[config.mk]
export PLATFORM = sky130hd
export DESIGN_NAME = mux4_rr_sched
export DESIGN_NICKNAME = d
export VERILOG_FILES = /design/src/rtl/mux4_rr_sched.sv
export SDC_FILE = /design/constraint.sdc
export NUM_CORES = 1
export LEC_CHECK = 0
export BUFFER_PORTS_ARGS = -buffer_cell sky130_fd_sc_hd__buf_4
export CAP_MARGIN = 25
export CELL_PAD_IN_SITES_DETAIL_PLACEMENT = 0
export CELL_PAD_IN_SITES_GLOBAL_PLACEMENT = 2
export CORE_MARGIN = 2
export CORE_UTILIZATION = 28
export DETAILED_ROUTE_END_ITERATION = 8
export GPL_ROUTABILITY_DRIVEN = 0
export GPL_TIMING_DRIVEN = 0
export PLACE_DENSITY_LB_ADDON = 0.05
export SYNTH_ARGS = -nofsm -noshare
export SYNTH_HDL_FRONTEND = slang
export SYNTH_SLANG_ARGS = --single-unit
[constraint.sdc]
create_clock -name clk -period 1.7 [get_ports clk]
set_input_delay 0.17 -clock clk [delete_from_list [all_inputs] [get_ports clk]]
set_output_delay 0.17 -clock clk [all_outputs]
set_load 0.005 [all_outputs]
[src/rtl/mux4_rr_sched.sv]
`default_nettype none
//============================================================================
// Module  : mux4_rr_sched
// Brief   : Round-robin owner of a 4:1 bit mux select, with registered y/y_vld.
//           Optional macro MUX_SCHED_HOLD_EN enables MAX_HOLD forced rotation.
// Revision: 1.0 - initial release
//============================================================================
module mux4_rr_sched #(
    parameter int MAX_HOLD = 4
) (
    input  logic       clk,
    input  logic       rst,
    input  logic [3:0] req,
    input  logic [3:0] a,
    output logic [3:0] gnt,
    output logic [1:0] s,
    output logic       busy,
    output logic       y,
    output logic       y_vld
);

    typedef enum logic [0:0] {
        ST_IDLE  = 1'b0,
        ST_GRANT = 1'b1
    } state_t;

    generate
        if (MAX_HOLD < 1 || MAX_HOLD > 255) begin : g_param_check
            $error("mux4_rr_sched: MAX_HOLD out of range 1..255");
        end
    endgenerate

    state_t     r_state;
    logic [1:0] r_ptr;
    logic [3:0] r_gnt;
    logic [1:0] r_s;
    logic       r_y;
    logic       r_y_vld;

    logic [3:0] w_cand;
    logic       w_found;
    logic [1:0] w_win;
    logic [1:0] w_idx;
    logic       w_owner_req;
    logic       w_rotate;
    logic       w_switch;

    // While granted, the owner is masked out so any winner is a true hand-over.
    // r_ptr equals the owner in GRANT, so one search from ptr+1 serves all cases.
    always_comb begin
        w_cand  = (r_state == ST_GRANT) ? (req & ~r_gnt) : req;
        w_found = 1'b0;
        w_win   = r_ptr;
        w_idx   = r_ptr;
        for (int k = 1; k <= 4; k++) begin
            w_idx = r_ptr + 2'(k);
            if (!w_found && w_cand[w_idx]) begin
                w_found = 1'b1;
                w_win   = w_idx;
            end
        end
    end

    assign w_owner_req = |(req & r_gnt);

`ifdef MUX_SCHED_HOLD_EN
    localparam logic [7:0] c_hold_lim = 8'(MAX_HOLD - 1);

    logic [7:0] r_cnt;

    assign w_rotate = (r_state == ST_GRANT) && (r_cnt == c_hold_lim) && w_found;

    // Saturates at the limit when nobody else is waiting.
    always_ff @(posedge clk) begin
        if (rst) begin
            r_cnt <= 8'd0;
        end else if (w_switch && w_found) begin
            r_cnt <= 8'd0;
        end else if (r_state == ST_GRANT && r_cnt != c_hold_lim) begin
            r_cnt <= r_cnt + 8'd1;
        end
    end
`else
    assign w_rotate = 1'b0;
`endif

    assign w_switch = (r_state == ST_IDLE) || !w_owner_req || w_rotate;

    always_ff @(posedge clk) begin
        if (rst) begin
            r_state <= ST_IDLE;
            r_ptr   <= 2'd3;
            r_gnt   <= 4'b0000;
            r_s     <= 2'd0;
            r_y     <= 1'b0;
            r_y_vld <= 1'b0;
        end else begin
            r_y     <= (r_state == ST_GRANT) ? a[r_s] : 1'b0;
            r_y_vld <= (r_state == ST_GRANT);
            if (w_switch) begin
                if (w_found) begin
                    r_state <= ST_GRANT;
                    r_ptr   <= w_win;
                    r_s     <= w_win;
                    r_gnt   <= 4'b0001 << w_win;
                end else begin
                    r_state <= ST_IDLE;
                    r_gnt   <= 4'b0000;
                end
            end
        end
    end

    assign gnt   = r_gnt;
    assign s     = r_s;
    assign busy  = (r_state == ST_GRANT);
    assign y     = r_y;
    assign y_vld = r_y_vld;

endmodule
`default_nettype wire

==> flow_summary.yaml, run 1 <==
global_route:
  grt_pass1_wl_mm: 2.27
  antenna_found_initial: 0
  grt_max_degree: 11
  track_usage_pct: 12.0
  grt_pass1_vias: 467
  grt-ovfl-total: 0
setup_path:
  crit_slowest_cell: "or3_4"
  slowest_delay_ns: 0.41
  worstPathRequired_ns: 1.86
  end_kind: "flip-flop"
  critPathTopFamily: "simple AND/OR/NAND/NOR gates"
  crit_path_cell_trace: "and2b_4 -> or3_4 -> o21ai_4 -> nor2_2 -> a32o_1"
  path_buf_inv: 0
  cp-start-kind: "flip-flop"
  rr_startpoint: "gnt[2]"
  cp_max_fo: 6
  path_depth: 5
  crit_type: "flip-flop to flip-flop"
  critPathArrivalTime_ns: 1.79
  r2r_cells: 5
  crit_start: "gnt[2]"
  r2r_end: "gnt[2]"
  rrSetupSlack_ns: 0.07
cells_and_area:
  nNetsFinal: 93
  utilization_pct: 40.7
  fill_cells: 209
  syn2layout_area_growth_pct: 33.7
  insertedDiodeCount: 0
  drive_gt1_share_pct: 40.2
  final_area_sq_um: 815
  final_cells: 109
route:
  ant_nets: 0
  drcViolationCount: 0
  met2_length_microns: 629
  avgRoutedWirePerCell_microns: 13.1
  met3_length_microns: 84
  drt-total-wl_mm: 1.43
  wl_met1_microns: 713
  dr_total_vias: 547
  firstDrtPassIters: 4
  viasPerCell: 5.02
  dr.max_layer_used: "met3"
  drtIter0Drc: 10
pwr:
  power_density_nw_per_um2: 1450
  power_mw: 1.18
  power_leakage_nw: 0.341
  ir_worst_vdd_v: 0.000469
clock_tree:
  cts_buffer_depth: 2
  cts_setup_buffers: 0
  path_clk_slew_ns: 0.07
  ctsHtreeMaxLevel: 1
  cts_made_buffers: 3
  tritoncts: "done"
  clock_latency_ns: 0.26
  clock-sinks: 11
  clockRootBuffer: "clkbuf_4"
place:
  placedCellCount: 105
  hpwl_mm: 1.13
  dp_slack_ns: -0.0151
  postPlaceCellArea_sq_um: 771
  numPortBuffers: 17
sta:
  whs_ns: 0.204
  clock.fmax_ghz: 0.614
  min_period_over_period_pct: 95.8
  rsz0062_at_grt: "false"
  hold_viol: 0
  setup_ws_ns: 0.0720
  setup_tns_ns: 0
  setup_viol: 0
  tightest_slew_ns: 0.388
  drv_slew: 0
  finalCriticalPeriod_ns: 1.63
  clock_skew_ns: 0.000564
  relSlewSlack_pct: 74.0
synth:
  ys_warn_count: 0
  syn_area_sq_um: 609
  ys_seq_area_share_pct: 36.1
  syn_inst: 61
  ys_ff_latch: 11
  synth.distinct_cells: 34
  avgSynthCellArea_sq_um: 9.99
  syn_nets: 71
worst_hold_path:
  min_from: "rst"
  min_path_type: "input port to flip-flop"
  worstHoldPathCells: 2
  hold_end: "busy"
floorplan:
  io_pins: 19
  start_util_pct: 30.4
  design.die.area_sq_um: 2570
  die_h_microns: 50.7
  rows: 16
  die_w_microns: 50.7
  core_area_sq_um: 2000
status:
  status: "complete, no violations"
job:
  drv_cap: 0
[layout make-up]
| class | count | area, sq um | area share [%] |
|---|---|---|---|
| Inverter | 1 | 3.75 | 0.461 |
| Timing Repair Buffer | 17 | 128 | 15.7 |
| Buffer | 1 | 5.00 | 0.614 |
| Tap cell | 27 | 33.8 | 4.15 |
| Sequential cell | 11 | 223 | 27.3 |
| Multi-Input combinational cell | 48 | 395 | 48.5 |
| Clock buffer | 4 | 26.3 | 3.23 |
[cells in the mapped netlist]
library cell | instances | area [sq um]
o41ai_1 | 1 | 8.76
a21boi_0 | 2 | 15.0
and2b_4 | 1 | 10.0
a21bo_2 | 2 | 20.0
a21oi_1 | 1 | 5.00
mux2i_4 | 1 | 22.5
nor3_1 | 1 | 5.00
a22oi_1 | 1 | 7.51
o21ai_0 | 1 | 5.00
inv_1 | 1 | 3.75
nor2_1 | 7 | 26.3
o21ai_2 | 1 | 8.76
and2_1 | 1 | 6.26
a22o_1 | 3 | 26.3
buf_2 | 1 | 5.00
a21o_1 | 1 | 7.51
nand2_1 | 1 | 3.75
or3_1 | 1 | 6.26
a211oi_1 | 1 | 7.51
nor3_2 | 1 | 10.0
o21ba_1 | 2 | 20.0
nor4b_1 | 1 | 8.76
o21a_1 | 2 | 15.0
dfxtp_1 | 11 | 220
o21bai_1 | 2 | 15.0
a32o_1 | 1 | 10.0
a32oi_1 | 1 | 8.76
mux4_2 | 1 | 22.5
o32a_1 | 1 | 10.0
o221ai_1 | 2 | 17.5
o32ai_1 | 1 | 8.76
or3_4 | 1 | 11.3
nor2b_1 | 4 | 25.0
nor2_2 | 1 | 6.26
[what timing repair did]
item | CTS | global route
hold buffers | 0 | 0
endpoints found under the setup margin | 1 | 3
resized for setup | 2 | 3
[state kept, by name, summed over array words and instances, names as in the netlist]
signal,flops
r_ptr,2
gnt,4
y_vld,1
s,2
busy,1
y,1
[where the power goes]
group / internal [mW] / total [mW] / switching [mW]
Clock: 0.0908 / 0.174 / 0.0830
Combinational: 0.296 / 0.543 / 0.247
Sequential: 0.347 / 0.460 / 0.113
Total: 0.734 / 1.18 / 0.443
[layer usage]
metal	track usage, %	vias up
met1	17.4	251
li1	-	283
met3	5.65	0
met4	2.25	0
met5	0	-
met2	16.0	13
[cell usage in the layout, fill, tap and decap left out, types with 2 or more instances in the layout]
master and count:
dfxtp_2 2, nor2b_1 4, o21ba_1 2, a21bo_2 2, o221ai_1 2, o21a_1 2
o21bai_1 2, a22o_1 3, dfxtp_1 9, nor2_1 7, buf_4 17, clkbuf_4 3
a21boi_0 2
[worst max path at each step]
stage	end	slack (ns)
after detailed placement	gnt[2]	-0.02
after floorplan	gnt[2]	0.11
final	gnt[2]	0.07
after global placement	gnt[2]	-0.05
after CTS	gnt[2]	0.02
after global routing	gnt[2]	0.03
[cells by family after synthesis]
logic type	after synthesis	synth area share (%)
AO/OA/AOI/OAI	26	35.5
flip-flops	11	36.1
multiplexers	2	7.39
AND/OR/NAND/NOR	20	19.5
buffers and inverters	2	1.44
Note: power is estimated with default switching activity, not from simulation.
==> run 2: changes to the inputs <==
MAX_ROUTING_LAYER = met4   (was not set)
==> run 2 against run 1 <==
Effect of this change:
- global-route usage is 0.26 points higher
- sequential cell count stayed put
- register-to-register slack hardly changed
- sequential share of layout area stayed put
- sequential power hardly changed
- clock skew is 0.00098 ns higher
- combinational power hardly changed
- die area stayed put
- fmax hardly changed
- largest power group unchanged
- largest cell class unchanged
- worst hold slack hardly changed
==> flow_summary.yaml, run 2 (synthesis gave the netlist of run 1 again) <==
status:
  status: "complete, no violations"
global_route:
  antenna_found_initial: 0
  grt-ovfl-total: 0
  grt_pass1_vias: 470
  grt_pass1_wl_mm: 2.26
  track_usage_pct: 12.2
  grt_max_degree: 11
floorplan:
  start_util_pct: 30.4
  core_area_sq_um: 2000
  io_pins: 19
  die_w_microns: 50.7
  rows: 16
  design.die.area_sq_um: 2570
  die_h_microns: 50.7
worst_hold_path:
  min_from: "rst"
  min_path_type: "input port to flip-flop"
clock_tree:
  path_clk_slew_ns: 0.07
  tritoncts: "done"
  cts_made_buffers: 3
  clock-sinks: 11
  clock_latency_ns: 0.26
  clockRootBuffer: "clkbuf_4"
  ctsHtreeMaxLevel: 1
  cts_setup_buffers: 0
  cts_buffer_depth: 2
place:
  dp_slack_ns: -0.0151
  numPortBuffers: 17
  postPlaceCellArea_sq_um: 771
  hpwl_mm: 1.13
pwr:
  clkPwrFrac_pct: 14.8
  power_density_nw_per_um2: 1440
  power.switching_mw: 0.443
  power_leakage_nw: 0.341
  internal_power_mw: 0.734
  swShare_pct: 37.6
  ir_worst_vdd_v: 0.000471
  seq_power_share_pct: 39.1
  comb_power_share_pct: 46.1
route:
  drt-total-wl_mm: 1.43
  ant_nets: 0
  drcViolationCount: 0
  dr_total_vias: 547
  drtIter0Drc: 11
  avgRoutedWirePerCell_microns: 13.1
  viasPerCell: 5.02
  firstDrtPassIters: 4
setup_path:
  cp_max_fo: 6
  cp-start-kind: "flip-flop"
  critPathArrivalTime_ns: 1.78
  crit_type: "flip-flop to flip-flop"
  crit_start: "gnt[2]"
  end_kind: "flip-flop"
  rr_startpoint: "gnt[2]"
  worstPathRequired_ns: 1.86
sta:
  setup_tns_ns: 0
  setup_viol: 0
  min_period_over_period_pct: 95.7
  setup_ws_ns: 0.0731
  hold_viol: 0
  rsz0062_at_grt: "false"
  clock.fmax_ghz: 0.615
  relSlewSlack_pct: 73.8
  finalCriticalPeriod_ns: 1.63
  clock_skew_ns: 0.00155
  drv_slew: 0
  tightest_slew_ns: 0.392
cells_and_area:
  nNetsFinal: 93
  drive_gt1_share_pct: 40.2
  fill_cells: 209
  multi_input_area_sq_um: 395
  layout_common_cells: "buf_4, dfxtp_1, nor2_1"
  insertedDiodeCount: 0
  largest_register_ffs: 4
  register_area_sq_um: 223
  syn2layout_area_growth_pct: 33.7
  mostFrequentLayoutCell: "buf_4"
  final_area_sq_um: 815
job:
  drv_cap: 0
[run 2: cell counts in the layout (fill, tap and decap cells not counted)]
Identical to the previous run, type by type.
[run 2: layout make-up]
type | count | share of cell area [%]
multi-input combinational | 48 | 48.5
sequential | 11 | 27.3
timing repair buffer | 17 | 15.7
tap | 27 | 4.15
clock buffer | 4 | 3.23
buffer | 1 | 0.614
inverter | 1 | 0.461
[run 2: stage by stage]
stage	std cells	util, %	power (mW)	hold slack [ns]
floorplan	61	-	0.783	0.440
global placement	105	38.5	0.985	0.497
detailed placement	105	38.5	0.986	0.489
CTS	109	40.3	1.18	0.193
global route	109	40.7	1.26	0.219
finish	109	40.7	1.18	0.204
[run 2: routing by layer]
metal	vias up	global-route usage, %	wire length (microns)
met4	0	2.25	8
li1	280	-	-
met3	2	5.65	101
met1	247	17.2	683
met5	-	-	0
met2	18	16.0	633
[run 2: what timing repair did]
action | 4_1_cts | 5_1_grt
setup endpoints to repair | 1 | 3
cloned | 0 | 0
gates resized for setup | 2 | 3
hold buffers | 0 | 0
pin swaps | 0 | 0
[run 2: path summary, 6_finish.rpt]
check	to	slack [ns]	cells after the start
setup / recovery	gnt[2]	0.07	5
hold / removal	busy	0.20	2
setup reg to reg	gnt[2]	0.07	5
hold reg to reg	gnt[2]	0.52	1
[run 2: power groups by stage]
stage	Combinational (mW)	Sequential, mW	Clock (mW)
6_report	0.542	0.461	0.174
4_1_cts	0.532	0.458	0.186
3_3_place_gp	0.522	0.464	0
5_1_grt	0.588	0.476	0.200
2_1_floorplan	0.342	0.440	0
3_5_place_dp	0.521	0.465	0
[run 2: worst max-delay path, stage by stage, from the launching register on]
cell and delay [ns]:
dfxtp_2 0.37, and2b_4 0.20, or3_4 0.41, o21ai_4 0.24, nor2_2 0.06, a32o_1 0.24
